## src/rtl/vga_mon_pkg.sv

```systemverilog
// rtl/vga_mon_pkg.sv - shared VGA timing defaults, monitor state encoding and error bit indices
package vga_mon_pkg;

    localparam int H_TOTAL_DEF = 3200;
    localparam int H_SYNC_DEF  = 384;
    localparam int V_TOTAL_DEF = 525;
    localparam int V_SYNC_DEF  = 2;

    localparam int HCNT_W = 12;
    localparam int VCNT_W = 10;

    typedef enum logic [1:0] {
        ST_SEARCH  = 2'd0,
        ST_ACQUIRE = 2'd1,
        ST_LOCKED  = 2'd2
    } mon_state_t;

    localparam int ERR_HPERIOD = 0;
    localparam int ERR_HWIDTH  = 1;
    localparam int ERR_VPERIOD = 2;
    localparam int ERR_VWIDTH  = 3;

endpackage

```

## src/rtl/vga_edge_det.sv

```systemverilog
// rtl/vga_edge_det.sv - single-register edge detector with combinational rise/fall strobes
module vga_edge_det (
    input  logic i_clock,
    input  logic i_reset_n,
    input  logic i_sig,
    output logic o_rise,
    output logic o_fall
);

    logic r_q;

    always_ff @(posedge i_clock) begin
        if (!i_reset_n) begin
            r_q <= 1'b0;
        end else begin
            r_q <= i_sig;
        end
    end

    assign o_rise = ~r_q & i_sig;
    assign o_fall = r_q & ~i_sig;

endmodule

```

## src/rtl/vga_sync_monitor.sv

```systemverilog
// rtl/vga_sync_monitor.sv - checks hsync/vsync period and width, tracks lock and counts good frames
// Optional VGA_MON_CHECKSUM_EN adds a per-frame sum of unblanked pixel colours on frame_sum.
module vga_sync_monitor
    import vga_mon_pkg::*;
#(
    parameter int H_TOTAL = H_TOTAL_DEF,
    parameter int H_SYNC  = H_SYNC_DEF,
    parameter int V_TOTAL = V_TOTAL_DEF,
    parameter int V_SYNC  = V_SYNC_DEF
) (
    input  logic        clock,
    input  logic        reset_n,
    input  logic        hsync,
    input  logic        vsync,
    input  logic        blanking,
    input  logic [7:0]  colores,
    input  logic        clr_err,
    output logic        locked,
    output logic [3:0]  err_sticky,
    output logic [3:0]  err_pulse,
    output logic [15:0] frame_count,
    output logic [15:0] frame_sum
);

    localparam logic [HCNT_W-1:0] C_HTOT  = HCNT_W'(H_TOTAL);
    localparam logic [HCNT_W-1:0] C_HSYNC = HCNT_W'(H_SYNC);
    localparam logic [VCNT_W-1:0] C_VTOT  = VCNT_W'(V_TOTAL);
    localparam logic [VCNT_W-1:0] C_VSYNC = VCNT_W'(V_SYNC);

    logic w_hrise, w_hfall, w_vrise, w_vfall;
    logic [3:0] w_err;
    logic w_any_err, w_to_search;

    logic [HCNT_W-1:0] r_hcnt;
    logic [VCNT_W-1:0] r_vcnt;
    logic r_hopen, r_vopen;
    logic [3:0] r_err_pulse, r_err_sticky;
    mon_state_t r_state;
    logic r_locked, r_acq_err;
    logic [15:0] r_frame_count;

    vga_edge_det u_hs_edge (
        .i_clock   (clock),
        .i_reset_n (reset_n),
        .i_sig     (hsync),
        .o_rise    (w_hrise),
        .o_fall    (w_hfall)
    );

    vga_edge_det u_vs_edge (
        .i_clock   (clock),
        .i_reset_n (reset_n),
        .i_sig     (vsync),
        .o_rise    (w_vrise),
        .o_fall    (w_vfall)
    );

    // One counter per axis serves both period and width: width is read at the rising edge.
    always_comb begin
        w_err = '0;
        w_err[ERR_HPERIOD] = w_hfall & r_hopen & (r_hcnt != C_HTOT);
        w_err[ERR_HWIDTH]  = w_hrise & r_hopen & (r_hcnt != C_HSYNC);
        w_err[ERR_VPERIOD] = w_vfall & r_vopen & (r_vcnt != C_VTOT);
        w_err[ERR_VWIDTH]  = w_vrise & r_vopen & (r_vcnt != C_VSYNC);
    end

    assign w_any_err   = |w_err;
    assign w_to_search = (r_state == ST_LOCKED) & w_any_err;

    always_ff @(posedge clock) begin
        if (!reset_n) begin
            r_hcnt       <= '0;
            r_vcnt       <= '0;
            r_hopen      <= 1'b0;
            r_vopen      <= 1'b0;
            r_err_pulse  <= '0;
            r_err_sticky <= '0;
        end else begin
            if (w_hfall) begin
                r_hcnt <= HCNT_W'(1);
            end else if (r_hcnt != '1) begin
                r_hcnt <= r_hcnt + HCNT_W'(1);
            end
            if (w_vfall) begin
                r_vcnt <= {{(VCNT_W-1){1'b0}}, w_hfall};
            end else if (w_hfall && (r_vcnt != '1)) begin
                r_vcnt <= r_vcnt + VCNT_W'(1);
            end
            // Falling back to SEARCH forgets open measurements, except one opened right now.
            r_hopen      <= (r_hopen & ~w_to_search) | w_hfall;
            r_vopen      <= (r_vopen & ~w_to_search) | w_vfall;
            r_err_pulse  <= w_err;
            r_err_sticky <= (clr_err ? 4'b0000 : r_err_sticky) | w_err;
        end
    end

    always_ff @(posedge clock) begin
        if (!reset_n) begin
            r_state       <= ST_SEARCH;
            r_locked      <= 1'b0;
            r_acq_err     <= 1'b0;
            r_frame_count <= '0;
        end else begin
            case (r_state)
                ST_SEARCH: begin
                    if (w_vfall) begin
                        r_state   <= ST_ACQUIRE;
                        r_acq_err <= 1'b0;
                    end
                end
                ST_ACQUIRE: begin
                    if (w_vfall) begin
                        if (!r_acq_err && !w_any_err) begin
                            r_state  <= ST_LOCKED;
                            r_locked <= 1'b1;
                        end
                        r_acq_err <= 1'b0;
                    end else if (w_any_err) begin
                        r_acq_err <= 1'b1;
                    end
                end
                ST_LOCKED: begin
                    if (w_any_err) begin
                        r_state  <= ST_SEARCH;
                        r_locked <= 1'b0;
                    end else if (w_vfall) begin
                        r_frame_count <= r_frame_count + 16'd1;
                    end
                end
                default: begin
                    r_state  <= ST_SEARCH;
                    r_locked <= 1'b0;
                end
            endcase
        end
    end

    assign locked      = r_locked;
    assign err_pulse   = r_err_pulse;
    assign err_sticky  = r_err_sticky;
    assign frame_count = r_frame_count;

`ifdef VGA_MON_CHECKSUM_EN
    logic [15:0] r_acc, r_frame_sum;
    logic [15:0] w_pix;

    assign w_pix = blanking ? 16'd0 : {8'd0, colores};

    always_ff @(posedge clock) begin
        if (!reset_n) begin
            r_acc       <= '0;
            r_frame_sum <= '0;
        end else if (w_vfall) begin
            r_frame_sum <= r_acc;
            r_acc       <= w_pix;
        end else begin
            r_acc <= r_acc + w_pix;
        end
    end

    assign frame_sum = r_frame_sum;
`else
    logic w_unused_pix;
    assign w_unused_pix = ^{blanking, colores};
    assign frame_sum    = 16'd0;
`endif

endmodule

```

## config.mk

```make
export PLATFORM = sky130hd
export DESIGN_NAME = vga_sync_monitor
export DESIGN_NICKNAME = d
export VERILOG_FILES = /design/src/rtl/vga_mon_pkg.sv /design/src/rtl/vga_edge_det.sv /design/src/rtl/vga_sync_monitor.sv
export SDC_FILE = /design/constraint.sdc
export NUM_CORES = 1
export LEC_CHECK = 0
export ABC_AREA = 1
export ABC_CLOCK_PERIOD_IN_PS = 2200
export CAP_MARGIN = 25
export CORE_MARGIN = 2
export CORE_UTILIZATION = 52
export CTS_CLUSTER_DIAMETER = 150
export CTS_CLUSTER_SIZE = 24
export DETAILED_ROUTE_END_ITERATION = 16
export GPL_ROUTABILITY_DRIVEN = 1
export PLACE_DENSITY = 0.79
export SYNTH_ARGS = -nofsm -noshare
export SYNTH_HDL_FRONTEND = slang
export SYNTH_SLANG_ARGS = --single-unit
```

## constraint.sdc

```tcl
create_clock -name clock -period 2.2 [get_ports clock]
set_input_delay 0.44 -clock clock [delete_from_list [all_inputs] [get_ports clock]]
set_output_delay 0.44 -clock clock [all_outputs]
set_load 0.03 [all_outputs]
```

==> run metrics <==
Hold Buf Count CTS 0; largest area contributor in the netlist dfxtp_1; cell row count 27; area delta synth->final 15.14%; Port Buffers 29; clock sinks 54; Syn Std Cell Area 2877 sq um; fmax just over 500 MHz; setup_tns 0 ns; status complete, no violations; aggregate routed wire length 5.820 mm; Buf/Inv on CP 1; Clock Skew approximately 0.015 ns; Yosys warning count 0; fin area 3312 sq um; Final Cycle Share between 80 and 90%; Yosys reg bits 54; Slowest-stage cell, CP clkdlybuf4s50_1; area share of the largest cell type after synthesis 37.58%; first-pass GRT wire length 10.32 mm; Worst EP required about 1.8 ns; TritonCTS clock tree built; area after detailed placement 3217 sq um; Cell Chain, Critical Path clkdlybuf4s50_1; Die Width 78.38 um; via count about 2500; Synth Instances about 400; CORE AREA 5439 sq um; critical path class reg2out; Worst setup EP type output pin; layout cells sized above 1 13.16%; Clock Pin Slew Worst Setup and Hold Paths 0.10 ns; Peak VDD IR between 0.2 and 0.3 mV; Worst Path Arrival 1.49 ns; final setup vio count 0; clk buf depth 2; post_cts resized 0; synth top area cells dfxtp_1 (38%), nand2_1 (9.8%), inv_1 (6.0%); Avg Inst Size Synth around 7.3 sq um; ANT cells 0; gr usage total between 20% and 30%; RSZ-0062 raised after global routing false; placed cells a little under 500; Die ar. 6143 sq um; Crit Path Max Fanout 6; worst skew pair latency 0.32 ns; initial antenna violation count 0; Yosys cell types 33; Clock H-tree levels 2; TritonCTS Buffers 5; DRT iter0 DRCs between 150 and 200; Pre-antenna DRT Iters 4; minimum clock period 1.926 ns; max incr delay on CP slightly above 0.7 ns; Power Dens Cells about 520 nW/um^2; Leak between 1 and 1.5 nW; Post-CTS Setup Bufs 0; Starting Density 52.89%; delay-heaviest family, CP buffers and inverters; vias in the first global route about 2300; CP Launch Type register; DP Wirelength about 4.4 mm; final hold violations 0; gr ovfl total 0; largest net degree at the start of global routing 26; die height 78.38 um; Final nets around 450; drt drc 0; drt wl/cell about 12 um; post-route ant nets 0; Vias/cell 5.010; GP Congestion 0.8525; # IOs 55; Hold Crit Class reg2reg; CTS root buffer clkbuf_8; Seq/Total Area, Yosys 37.58%; total of max-cap violations 0; FILL cells 504; pins over their slew limit 0; non-filler cells, final 505
==> registers in the layout, indices dropped and copies added, names as in the netlist, 2 cells and up <==
| signal | cells |
|---|---|
| frame_count | 16 |
| r_vcnt | 10 |
| err_pulse | 4 |
| r_state | 2 |
| err_sticky | 4 |
| r_hcnt | 12 |
==> final cells by class <==
cell class,count,area [sq um],share of cell area (%)
multi-input combinational,282,1499,45.26
tap,72,90.09,2.720
clock buffer,5,68.82,2.078
clock inverter,3,26.28,0.7934
sequential,54,1081,32.64
inverter,52,196.4,5.931
timing repair buffer,37,350.3,10.58
==> cells by family after synthesis <==
group	Yosys count	share of synthesized area (%)
XOR/XNOR	20	6.090
buffers and inverters	73	12.27
other	1	0.1304
AND/OR/NAND/NOR	177	28.58
adder cells (fa/ha/maj)	6	2.610
AO/OA/AOI/OAI	63	12.74
flip-flops	54	37.58
==> path summary, 6_finish.rpt <==
| path | start | endpoint | slack (ns) | cells after the start |
|---|---|---|---|---|
| max | frame_count[7]$_SDFFE_PN0P_ | frame_count[7] | 0.27 | 1 |
| min | r_vcnt[6]$_SDFFE_PP0P_ | r_vcnt[6]$_SDFFE_PP0P_ | 0.46 | 2 |
| max reg2reg | r_hcnt[0]$_SDFFE_PN0P_ | r_hcnt[4]$_SDFFE_PP0P_ | 0.34 | 8 |
| min reg2reg | r_vcnt[6]$_SDFFE_PP0P_ | r_vcnt[6]$_SDFFE_PP0P_ | 0.46 | 2 |
==> worst register-to-register path, cell delays in order, from the launching register on <==
cell and delay (ns):
dfxtp_1 0.37, ha_1 0.20, nand3_1 0.16, nor4_4 0.28
nand2_1 0.18, nor2_1 0.23, nor2_1 0.10, o21ai_0 0.16
a21oi_1 0.06
==> metrics by stage <==
step | worst slack, ns | utilization, % | hold slack (ns) | power (mW)
finish | 0.2744 | 60.89 | 0.4634 | 1.727
global route | 0.07567 | 60.89 | 0.4834 | 1.809
floorplan | 0.5018 | - | 0.4369 | 1.145
detailed placement | 0.02380 | 59.14 | 0.4538 | 1.160
CTS | 0.2612 | 60.89 | 0.4679 | 1.746
global placement | 0.1032 | 59.14 | 0.4478 | 1.157
==> where the power goes <==
group	switching, mW	internal (mW)	total, mW
sequential	0.0102	0.991	1.00
clock	0.353	0.235	0.588
combinational	0.101	0.0366	0.137
==> layout by cell type, fill, tap and decap left out, drive strengths merged, types with 5 or more instances in the layout <==
master	synthesis	final
nor3	15	15
dfxtp	54	54
xor2	17	17
conb	1	16
nor2	40	40
nand4	5	5
o21ai	20	20
nand3	20	20
inv	51	53
clkdlybuf4s50	0	29
a21oi	37	37
ha	6	6
nand2	91	91
buf	18	8
clkbuf	3	5
==> routing by layer <==
metal | track usage [%] | routed length (um) | vias to the layer above
met5 | 0 | 0 | -
met4 | 6.491 | 72 | 0
met3 | 4.138 | 192 | 7
met2 | 35.34 | 2943 | 50
met1 | 25.99 | 2612 | 1168
li1 | - | - | 1305
==> synthesized netlist by cell type (all sizes together) <==
cell / n
and3: 1
clkbuf: 3
xnor2: 3
nor3: 15
clkinv: 1
nand4: 5
conb: 1
o21ai: 20
xor2: 17
a211oi: 3
nor3b: 1
nand3: 20
or2: 3
nand2: 91
nor4: 1
nor2: 40
a21oi: 37
o211ai: 1
dfxtp: 54
a31oi: 1
ha: 6
buf: 18
a22oi: 1
inv: 51
Note: power is estimated with default switching activity, not from simulation.
==> RTL edit: new RTL, same settings <==
Add a define of `VGA_MON_CHECKSUM_EN`.
--- a/src/rtl/vga_sync_monitor.sv
+++ b/src/rtl/vga_sync_monitor.sv
@@ -1,5 +1,7 @@
 // rtl/vga_sync_monitor.sv - checks hsync/vsync period and width, tracks lock and counts good frames
 // Optional VGA_MON_CHECKSUM_EN adds a per-frame sum of unblanked pixel colours on frame_sum.
+`define VGA_MON_CHECKSUM_EN
+
 module vga_sync_monitor
     import vga_mon_pkg::*;
 #(
Formal check against the unedited RTL: not equivalent (a bounded check fails within 4 cycles, from zero or initial values and one cycle with reset_n low).
==> RTL edit against the unedited design <==
  * Synthesized area up 53%
  * Setup slack worse by 0.15 ns
  * Power up 81%
  * Final cell count up 60%
  * Sequential cell count up 32
  * Clock power up 80%
  * Die area up 50%
  * Worst hold slack better by 0.0048 ns
  * First-iteration DRC count down 9.9%
  * Sequential power up 65%
  * Largest power group unchanged
  * Routed wire length up 70%
  * Design area up 64%
  * Global-route usage up 2.1 points
==> RTL edit: results (changes against the unedited design) <==
[metrics] status: completed
[metrics] post-synthesis xor/xnor area fraction: 5.556% (-0.53 points)
[metrics] violation count after the first detailed-route iteration: 146 (-9.9%)
[metrics] port buffer count: 54 (+86%)
[metrics] sequential cell area fraction in the yosys report: 39.00% (+1.4 points)
[metrics] largest incremental delay on the critical path: 0.45 ns (-0.27 ns)
[metrics] met2 routed wirelength: 4899 microns (+66%)
[metrics] final weighted congestion in routability-driven placement: 0.9532 (+12%)
[metrics] maximum number of pins on one net before global-route repair: 34 (+31%)
[metrics] M2 GR Usage: 40.16% (+4.8 points)
[metrics] count of fill cells added during filler insertion: 700 (+39%)
[metrics] internal power summed over all cells: 2.328 mW (+84%)
[metrics] area of combinational cells with multiple inputs: 0.002288 sq mm (+53%)
[metrics] top fanout value on the critical path: 3 (-3)
[metrics] sequential share of cell area: 31.71% (-0.94 points)
[metrics] number of multi-input combinational cells in the layout: 426 (+51%)
[metrics] count of clock buffers in the final design: 11 (+6)
[metrics] Total Nets Final: 730 (+62%)
[metrics] largest clock skew in the final design: 0.008020 ns (-0.006765 ns)
[metrics] proportion of final cell area spent on non-clock buffers: 13.82% (+3.2 points)
[metrics] adder-cell share of the synthesized area: 4.422% (+1.8 points)
[metrics] Clk Latency, worst-skew pair: 0.35 ns (+0.03 ns)
[metrics] GR met3 Demand/Resource: 5.247% (+1.1 points)
[metrics] fraction of layout cells with a size suffix above 1: 13.09% (-0.077 points)
[metrics] Synth cell types: 38 (+15%)
[metrics] Synth Area in Compound Gates: 14.03% (+1.3 points)
[metrics] Met3 Wirelength: 442 microns (+130%)
[metrics] HPWL Detailed: 7227 microns (+66%)
[metrics] met1 usage: 26.08% (+0.086 points)
[metrics] post-CTS clock slew at the launch and capture registers of the worst setup and hold paths: 0.08 ns (-0.02 ns)
[metrics] Non-clock buffers: 82 (+120%)
[metrics] final cell count without fillers: 808 (+60%)
[metrics] cell leakage power: 2.320 nW (+75%)
RTL edit: stage by stage:
stage / utilization (%) / setup WS [ns] / hold slack [ns]
2_1_floorplan: - / 0.2974 / 0.4403
3_3_place_gp: 63.51 / -0.3694 / 0.4528
3_5_place_dp: 63.51 / -0.5046 / 0.4595
4_1_cts: 65.68 / 0.03202 / 0.4710
5_1_grt: 66.09 / -0.001523 / 0.4905
6_report: 66.09 / 0.1211 / 0.4682
RTL edit: power by group through the flow:
stage / Sequential (mW) / Combinational [mW] / Clock (mW)
4_1_cts: 1.64 / 0.414 / 1.09
3_3_place_gp: 1.68 / 0.394 / 0
5_1_grt: 1.65 / 0.470 / 1.15
2_1_floorplan: 1.70 / 0.220 / 0
3_5_place_dp: 1.68 / 0.411 / 0
6_report: 1.65 / 0.424 / 1.06
RTL edit: worst reg2reg max path, delay by kind of cell, from the launching register on:
kind | cells | cell delay [ns]
XOR/XNOR | 1 | 0.19
adder cells (fa/ha/maj) | 1 | 0.21
buffers and inverters | 2 | 0.33
flip-flops | 1 | 0.43
AND/OR/NAND/NOR | 8 | 0.56
RTL edit: timing repair:
action	CTS	global route
hold buffers	0	0
setup buffers	0	0
pin swaps	0	2
setup endpoints to repair	5	8
resized for setup	3	12
RTL edit: worst paths after layout:
check	start	endpoint	slack (ns)	cells after the start
max reg2reg	r_vcnt[0]	frame_count[0]	0.37	12
min	locked	locked	0.47	2
max	colores[0]	r_acc[14]	0.12	14
min reg2reg	locked	locked	0.47	2
RTL edit: cells by family (layout without fill, tap and decap cells):
group / Yosys count / count (layout)
XOR/XNOR: 28 / 28
flip-flops: 86 / 86
AO/OA/AOI/OAI: 112 / 112
adder cells (fa/ha/maj): 15 / 15
AND/OR/NAND/NOR: 271 / 271
buffers and inverters: 111 / 191
